$ cat config.mk
export PLATFORM = sky130hd
export DESIGN_NAME = serial_adder_flat
export DESIGN_NICKNAME = d
export VERILOG_FILES = /design/src/rtl/serial_adder_if.sv /design/src/rtl/serial_adder.sv /design/src/flat_wrapper.sv
export SDC_FILE = /design/constraint.sdc
export NUM_CORES = 1
export LEC_CHECK = 0
export CAP_MARGIN = 5
export CELL_PAD_IN_SITES_DETAIL_PLACEMENT = 1
export CELL_PAD_IN_SITES_GLOBAL_PLACEMENT = 2
export CORE_UTILIZATION = 34
export DETAILED_ROUTE_END_ITERATION = 8
export GPL_TIMING_DRIVEN = 0
export PLACE_DENSITY = 0.81
export SLEW_MARGIN = 20
export SYNTH_ARGS = -nofsm -noshare
export SYNTH_HDL_FRONTEND = slang
export SYNTH_SLANG_ARGS = --single-unit
$ cat constraint.sdc
create_clock -name clk -period 1.39 [get_ports clk]
set_input_delay 0.139 -clock clk [delete_from_list [all_inputs] [get_ports clk]]
set_output_delay 0.139 -clock clk [all_outputs]
set_load 0.005 [all_outputs]
$ cat src/rtl/serial_adder_if.sv
// serial_adder_if: start/done handshake, operands and result of the bit-serial adder
interface serial_adder_if #(
    parameter int WIDTH = 8
);
    logic             start;
    logic [WIDTH-1:0] a;
    logic [WIDTH-1:0] b;
    logic             cin;
    logic             busy;
    logic             done;
    logic [WIDTH-1:0] sum;
    logic             cout;

    modport master (
        output start, a, b, cin,
        input  busy, done, sum, cout
    );

    modport slave (
        input  start, a, b, cin,
        output busy, done, sum, cout
    );
endinterface

$ cat src/rtl/serial_adder.sv
// serial_adder: bit-serial WIDTH-bit adder, one full-adder cell plus registered carry
module serial_adder #(
    parameter int WIDTH = 8
) (
    input  logic               clk,
    input  logic               rst_n,
    serial_adder_if.slave      bus
);
    localparam int CW = $clog2(WIDTH + 1);

    typedef enum logic {IDLE, RUN} state_t;

    state_t           r_state;
    logic [WIDTH-1:0] r_a_sh;
    logic [WIDTH-1:0] r_b_sh;
    logic [WIDTH-1:0] r_acc;
    logic             r_carry;
    logic [CW-1:0]    r_cnt;
    logic             r_done;
    logic [WIDTH-1:0] r_sum;
    logic             r_cout;
    logic             w_s;
    logic             w_c1;
    logic [WIDTH-1:0] w_acc_next;

    // the single full-adder cell on the LSBs of the shift registers and the carry
    always_comb begin
        w_s        = r_a_sh[0] ^ r_b_sh[0] ^ r_carry;
        w_c1       = (r_a_sh[0] & r_b_sh[0]) | (r_carry & (r_a_sh[0] ^ r_b_sh[0]));
        w_acc_next = {w_s, r_acc[WIDTH-1:1]};
    end

    // load operands on start, shift one bit per cycle, publish result on the last bit
    always_ff @(posedge clk or negedge rst_n) begin
        if (!rst_n) begin
            r_state <= IDLE;
            r_a_sh  <= '0;
            r_b_sh  <= '0;
            r_acc   <= '0;
            r_carry <= 1'b0;
            r_cnt   <= '0;
            r_done  <= 1'b0;
            r_sum   <= '0;
            r_cout  <= 1'b0;
        end else begin
            r_done <= 1'b0;
            if (r_state == IDLE) begin
                if (bus.start) begin
                    r_a_sh  <= bus.a;
                    r_b_sh  <= bus.b;
                    r_carry <= bus.cin;
                    r_cnt   <= '0;
                    r_state <= RUN;
                end
            end else begin
                r_acc   <= w_acc_next;
                r_a_sh  <= r_a_sh >> 1;
                r_b_sh  <= r_b_sh >> 1;
                r_carry <= w_c1;
                r_cnt   <= r_cnt + CW'(1);
                if (r_cnt == CW'(WIDTH - 1)) begin
                    r_sum   <= w_acc_next;
                    r_cout  <= w_c1;
                    r_done  <= 1'b1;
                    r_state <= IDLE;
                end
            end
        end
    end

    assign bus.busy = (r_state == RUN);
    assign bus.done = r_done;
    assign bus.sum  = r_sum;
    assign bus.cout = r_cout;
endmodule

$ cat src/flat_wrapper.sv
// flat-port wrapper written by rule: the top's interface ports become plain ports
module serial_adder_flat 
#(
    parameter int WIDTH = 8
)
  (clk, rst_n, bus_start, bus_a, bus_b, bus_cin, bus_busy, bus_done, bus_sum, bus_cout);
  serial_adder_if #(.WIDTH(WIDTH)) bus_i ();
  input  logic clk;
  input  logic rst_n;
  input wire logic [$bits(bus_i.start)-1:0] bus_start;
  input wire logic [$bits(bus_i.a)-1:0] bus_a;
  input wire logic [$bits(bus_i.b)-1:0] bus_b;
  input wire logic [$bits(bus_i.cin)-1:0] bus_cin;
  output wire logic [$bits(bus_i.busy)-1:0] bus_busy;
  output wire logic [$bits(bus_i.done)-1:0] bus_done;
  output wire logic [$bits(bus_i.sum)-1:0] bus_sum;
  output wire logic [$bits(bus_i.cout)-1:0] bus_cout;
  assign bus_i.start = bus_start;
  assign bus_i.a = bus_a;
  assign bus_i.b = bus_b;
  assign bus_i.cin = bus_cin;
  assign bus_busy = bus_i.busy;
  assign bus_done = bus_i.done;
  assign bus_sum = bus_i.sum;
  assign bus_cout = bus_i.cout;
  serial_adder #(.WIDTH(WIDTH)) u_core (.clk(clk), .rst_n(rst_n), .bus(bus_i));
endmodule
Yosys cells after proc, flatten, opt, wreduce, memory -nomap -nowiden:

Cells that the tools add are included.

* add/subtract/negate cells: 1
* equality and inequality tests: 1
* multiplexer cells: 13
* bitwise gates (word level): 5
* reduce and logical (&&, ||, !) cells: 2

Operator list (number)
* two-way mux 8 bit: 4
* two-way mux 4 bit: 2
* two-way mux 1 bit: 7
* adder 4 x 1 -> 4 bit (second input constant): 1
* equality test 4 x 3 -> 1 bit (second input constant): 1
* AND 1 bit: 2
* AND reduction 2 bit: 1
* nonzero test 2 bit: 1
* bitwise XOR 1 bit: 2
* bitwise OR 1 bit: 1

* register bits: 40
* output and inout bits: 11
* word-level logic and storage cells: 31

Depth between registers and ports, before layout:

* word-level depth: 4
* depth in mapped cells: 5

Worst setup path after synthesis:

Ideal clock, no wire load.

* path kind: register to register
* start point: reg u_core.r_state, in the netlist u_core.bus.busy
* end point: reg u_core.r_sum[0], in the netlist u_core.bus.sum[0]
* arrival: 1.158 ns
* required time: 1.265 ns
* setup slack: 0.107 ns
* stages on the path, launching flop included: 6
* path buffers: 1
* period minus slack after synthesis: 1.283 ns
* path through: dfrtp_1 buf_6 nor2b_4 nand3_4 inv_4 mux2_2

* word-level cells in the longest chain between the ends: 1

RTL lines
* start: declaration: line serial_adder.sv:13 `state_t r_state;`
* start signal: assignment: line serial_adder.sv:36 `r_state <= IDLE;`
* start signal: assignment: line serial_adder.sv:53 `r_state <= RUN;`
* start signal: assignment: line serial_adder.sv:65 `r_state <= IDLE;`
* AND reduction 2 bit (no line)
* end signal: assignment: line serial_adder.sv:62 `r_sum <= w_acc_next;`
* end: declaration: line serial_adder.sv:20 `logic [WIDTH-1:0] r_sum;`

Every way passes these cells.
A chain may end at the register's enable or synchronous reset.

Final worst setup path:

* start point: reg u_core.r_cnt[0]
* end point: reg u_core.r_sum[2], in the netlist u_core.bus.sum[2]

* word-level cells in the longest chain between the ends: 2

RTL lines
* start: declaration: line serial_adder.sv:18 `logic [CW-1:0] r_cnt;`
* start signal: assignment: line serial_adder.sv:60 `r_cnt <= r_cnt + CW'(1);`
* equality test 4 x 3 -> 1 bit: line serial_adder.sv:61 `if (r_cnt == CW'(WIDTH - 1)) begin`
* AND reduction 2 bit (no line)

Every way passes these cells.

==> results.json <==
{
  "status": "finished, final reports clean",
  "synth-seq-cells": 39,
  "drtIter0Drc": 57,
  "multi_input_area_um2": 623,
  "nNetsFinal": 188,
  "gr-total-overflow": 0,
  "ir_drop_mv": 0.803,
  "drcViolationCount": 0,
  "finalCriticalPeriod_ns": 1.33,
  "start_util_pct": 36.5,
  "cts_max_level": 2,
  "max_slew.worst_pin.slew_ns": 0.462,
  "clk_latency_ns": 0.29,
  "syn_inst": 125,
  "cp_max_fo": 8,
  "diodes": 0,
  "crit_chain": "ha_2 > nand3_4 > inv_6 > mux2_2",
  "pin_count": 31,
  "syn_area_um2": 1650,
  "first_global_vias": 1228,
  "final_util_pct": 48.2,
  "grt_pass1_wl_um": 6020,
  "firstDrtPassIters": 4,
  "reg2reg_to": "u_core.bus.sum[2]",
  "coreArea_um2": 4500,
  "synth_top_area_share_pct": 59.3,
  "startpoint_type": "register",
  "power_density_nw_per_um2": 2020,
  "drtAntennaViolNets": 0,
  "p_leak_nw": 1.02,
  "rr_startpoint": "u_core.r_cnt[0]",
  "synth-seq-area-share_pct": 59.3,
  "end_kind": "register",
  "tritoncts": "yes",
  "post-place-ws_ns": 0.0251,
  "relSlewSlack_pct": 69.2,
  "antenna_found_initial": 0,
  "ff2ff_path_depth": 4,
  "instances_no_fill": 218,
  "cts_buffers": 5,
  "cts.clk_slew.worst_paths_ns": 0.07,
  "gp_congestion": 0.714,
  "fin_skew_ns": 0.00950,
  "die_height_um": 71.6,
  "cp_slowest_stage_delay_ns": 0.41,
  "syn-num-nets": 147,
  "wire_per_inst_um": 15.9,
  "ys.warnings.count": 0,
  "whs_ns": 0.268,
  "finalWorstSetupSlack_ns": 0.0600,
  "areaGrowthSynthToFinish_pct": 31.9,
  "hold_path_class": "input pin to async pin",
  "dieWidth_um": 71.6,
  "fin_crit_sh_pct": 95.7,
  "dp_hpwl_um": 2410,
  "cp.arrival_ns": 1.50,
  "critPathKind": "register to register",
  "crit_required_ns": 1.56,
  "grt_usage_pct": 15.8,
  "row_count": 24,
  "synth_area_leader_cell": "dfrtp_1",
  "report.power.total_mw": 4.37,
  "postSynthAreaPerCell_um2": 13.2,
  "synth_cell_types": 20,
  "maxCapViolCount": 0,
  "hold_viol": 0,
  "seq_area_um2": 976,
  "drv_slew": 0,
  "crit_slowest_cell": "dfrtp_1",
  "drive_above_1_share_pct": 21.7,
  "dpl-instance-area_um2": 2020,
  "die_area_um2": 5120,
  "clockBufferDepth": 2,
  "clockRootBuffer": "clkbuf_8",
  "fin_tns_setup_ns": 0,
  "post-route-cell-area_um2": 2170,
  "synthTopCellsByArea": "dfrtp_1 59%, mux2_2 12%, mux2i_1 10%",
  "dpl.cell_count": 207,
  "viasPerCell": 5.00,
  "worst-r2r-setup-slack_ns": 0.06,
  "fillers": 474,
  "numClockSinks": 39,
  "crit_buf_inv": 1,
  "io_buffers": 29,
  "grt_max_degree": 29,
  "finalWirelength_um": 3470,
  "routed-via-count": 1090,
  "cpLargestDelayFamily": "flip-flops",
  "fmax_mhz": 752,
  "setup_viol": 0
}
sequential cells by signal, summed over array words and instances (netlist names):
signal	flops
u_core.bus.busy	1
u_core.bus.cout	1
u_core.bus.done	1
u_core.bus.sum	8
u_core.r_a_sh	8
u_core.r_acc	7
u_core.r_b_sh	8
u_core.r_carry	1
u_core.r_cnt	4
timing repair:
action                     4_1_cts  5_1_grt
gates resized for setup          0        3
buffers inserted                 0        3
hold buffers                     1        0
hold endpoints to repair        11        0
setup endpoints to repair        0        7
synth_stat cells (all sizes together):
| cell | n |
|---|---|
| dfrtp | 39 |
| mux2 | 17 |
| mux2i | 17 |
| nand2 | 15 |
| o21ai | 15 |
| buf | 5 |
| nor2 | 4 |
| a22o | 3 |
| clkbuf | 2 |
| nand3 | 2 |
| fa | 1 |
| ha | 1 |
| inv | 1 |
| nor2b | 1 |
| xnor2 | 1 |
| xor2 | 1 |
power breakdown:
part	switching, mW	internal [mW]	leakage, nW
Sequential	0.302	1.58	0.505
Combinational	0.663	0.941	0.462
Clock	0.360	0.526	0.0513
Total	1.33	3.05	1.02
worst max-delay path by stage:
stage	from	end	slack, ns	cells after the start
2_1_floorplan	u_core.bus.busy	u_core.bus.sum[0]	0.11	5
3_3_place_gp	rst_n	u_core.bus.sum[2]	-0.70	1
3_5_place_dp	u_core.bus.busy	u_core.bus.sum[2]	0.03	5
4_1_cts	u_core.bus.busy	u_core.bus.sum[5]	0.008	5
5_1_grt	u_core.bus.busy	u_core.bus.sum[3]	-0.003	5
6_report	u_core.r_cnt[0]	u_core.bus.sum[2]	0.06	4
worst register-to-register path, cell delays in order (launching register included):
cell and delay (ns):
dfrtp_1 0.41, ha_2 0.24, nand3_4 0.12, inv_6 0.12, mux2_2 0.34
cells by family (layout without fill, tap and decap cells):
logic type | Yosys count | in the layout | synth area share [%]
flip-flops | 39 | 39 | 59.3
multiplexers | 34 | 34 | 22.0
AND/OR/NAND/NOR | 22 | 22 | 6.54
AO/OA/AOI/OAI | 18 | 18 | 6.16
buffers and inverters | 8 | 49 | 2.97
adder cells (fa/ha/maj) | 2 | 2 | 1.98
XOR/XNOR | 2 | 2 | 1.06
cell usage in the layout, fill, tap and decap left out, drive strengths merged:
master / Yosys / layout
xor2: 1 / 1
dlygate4sd3: 0 / 1
bufinv: 0 / 1
mux2: 17 / 17
fa: 1 / 1
inv: 1 / 1
mux2i: 17 / 17
buf: 5 / 10
nor2: 4 / 4
clkdlybuf4s50: 0 / 27
a22o: 3 / 3
ha: 1 / 1
xnor2: 1 / 1
nand2: 15 / 15
nand3: 2 / 2
clkbuf: 2 / 8
nor2b: 1 / 1
dlymetal6s2s: 0 / 1
o21ai: 15 / 15
dfrtp: 39 / 39
layer usage:
layer,GRT usage [%],vias up,share of wire (%)
li1,-,509,-
met1,20.7,547,46
met2,24.6,29,48
met3,5.20,5,5.1
met4,5.88,0,1.3
met5,0,-,0
cell type report:
| type | instances | share of cell area [%] |
|---|---|---|
| timing repair buffer | 34 | 16.3 |
| buffer | 7 | 1.96 |
| inverter | 1 | 0.403 |
| clock inverter | 1 | 1.38 |
| clock buffer | 6 | 3.34 |
| sequential | 39 | 45.0 |
| multi-input combinational | 78 | 28.7 |
| tap | 52 | 3.00 |
No activity file was read; power rests on OpenSTA's default activity.
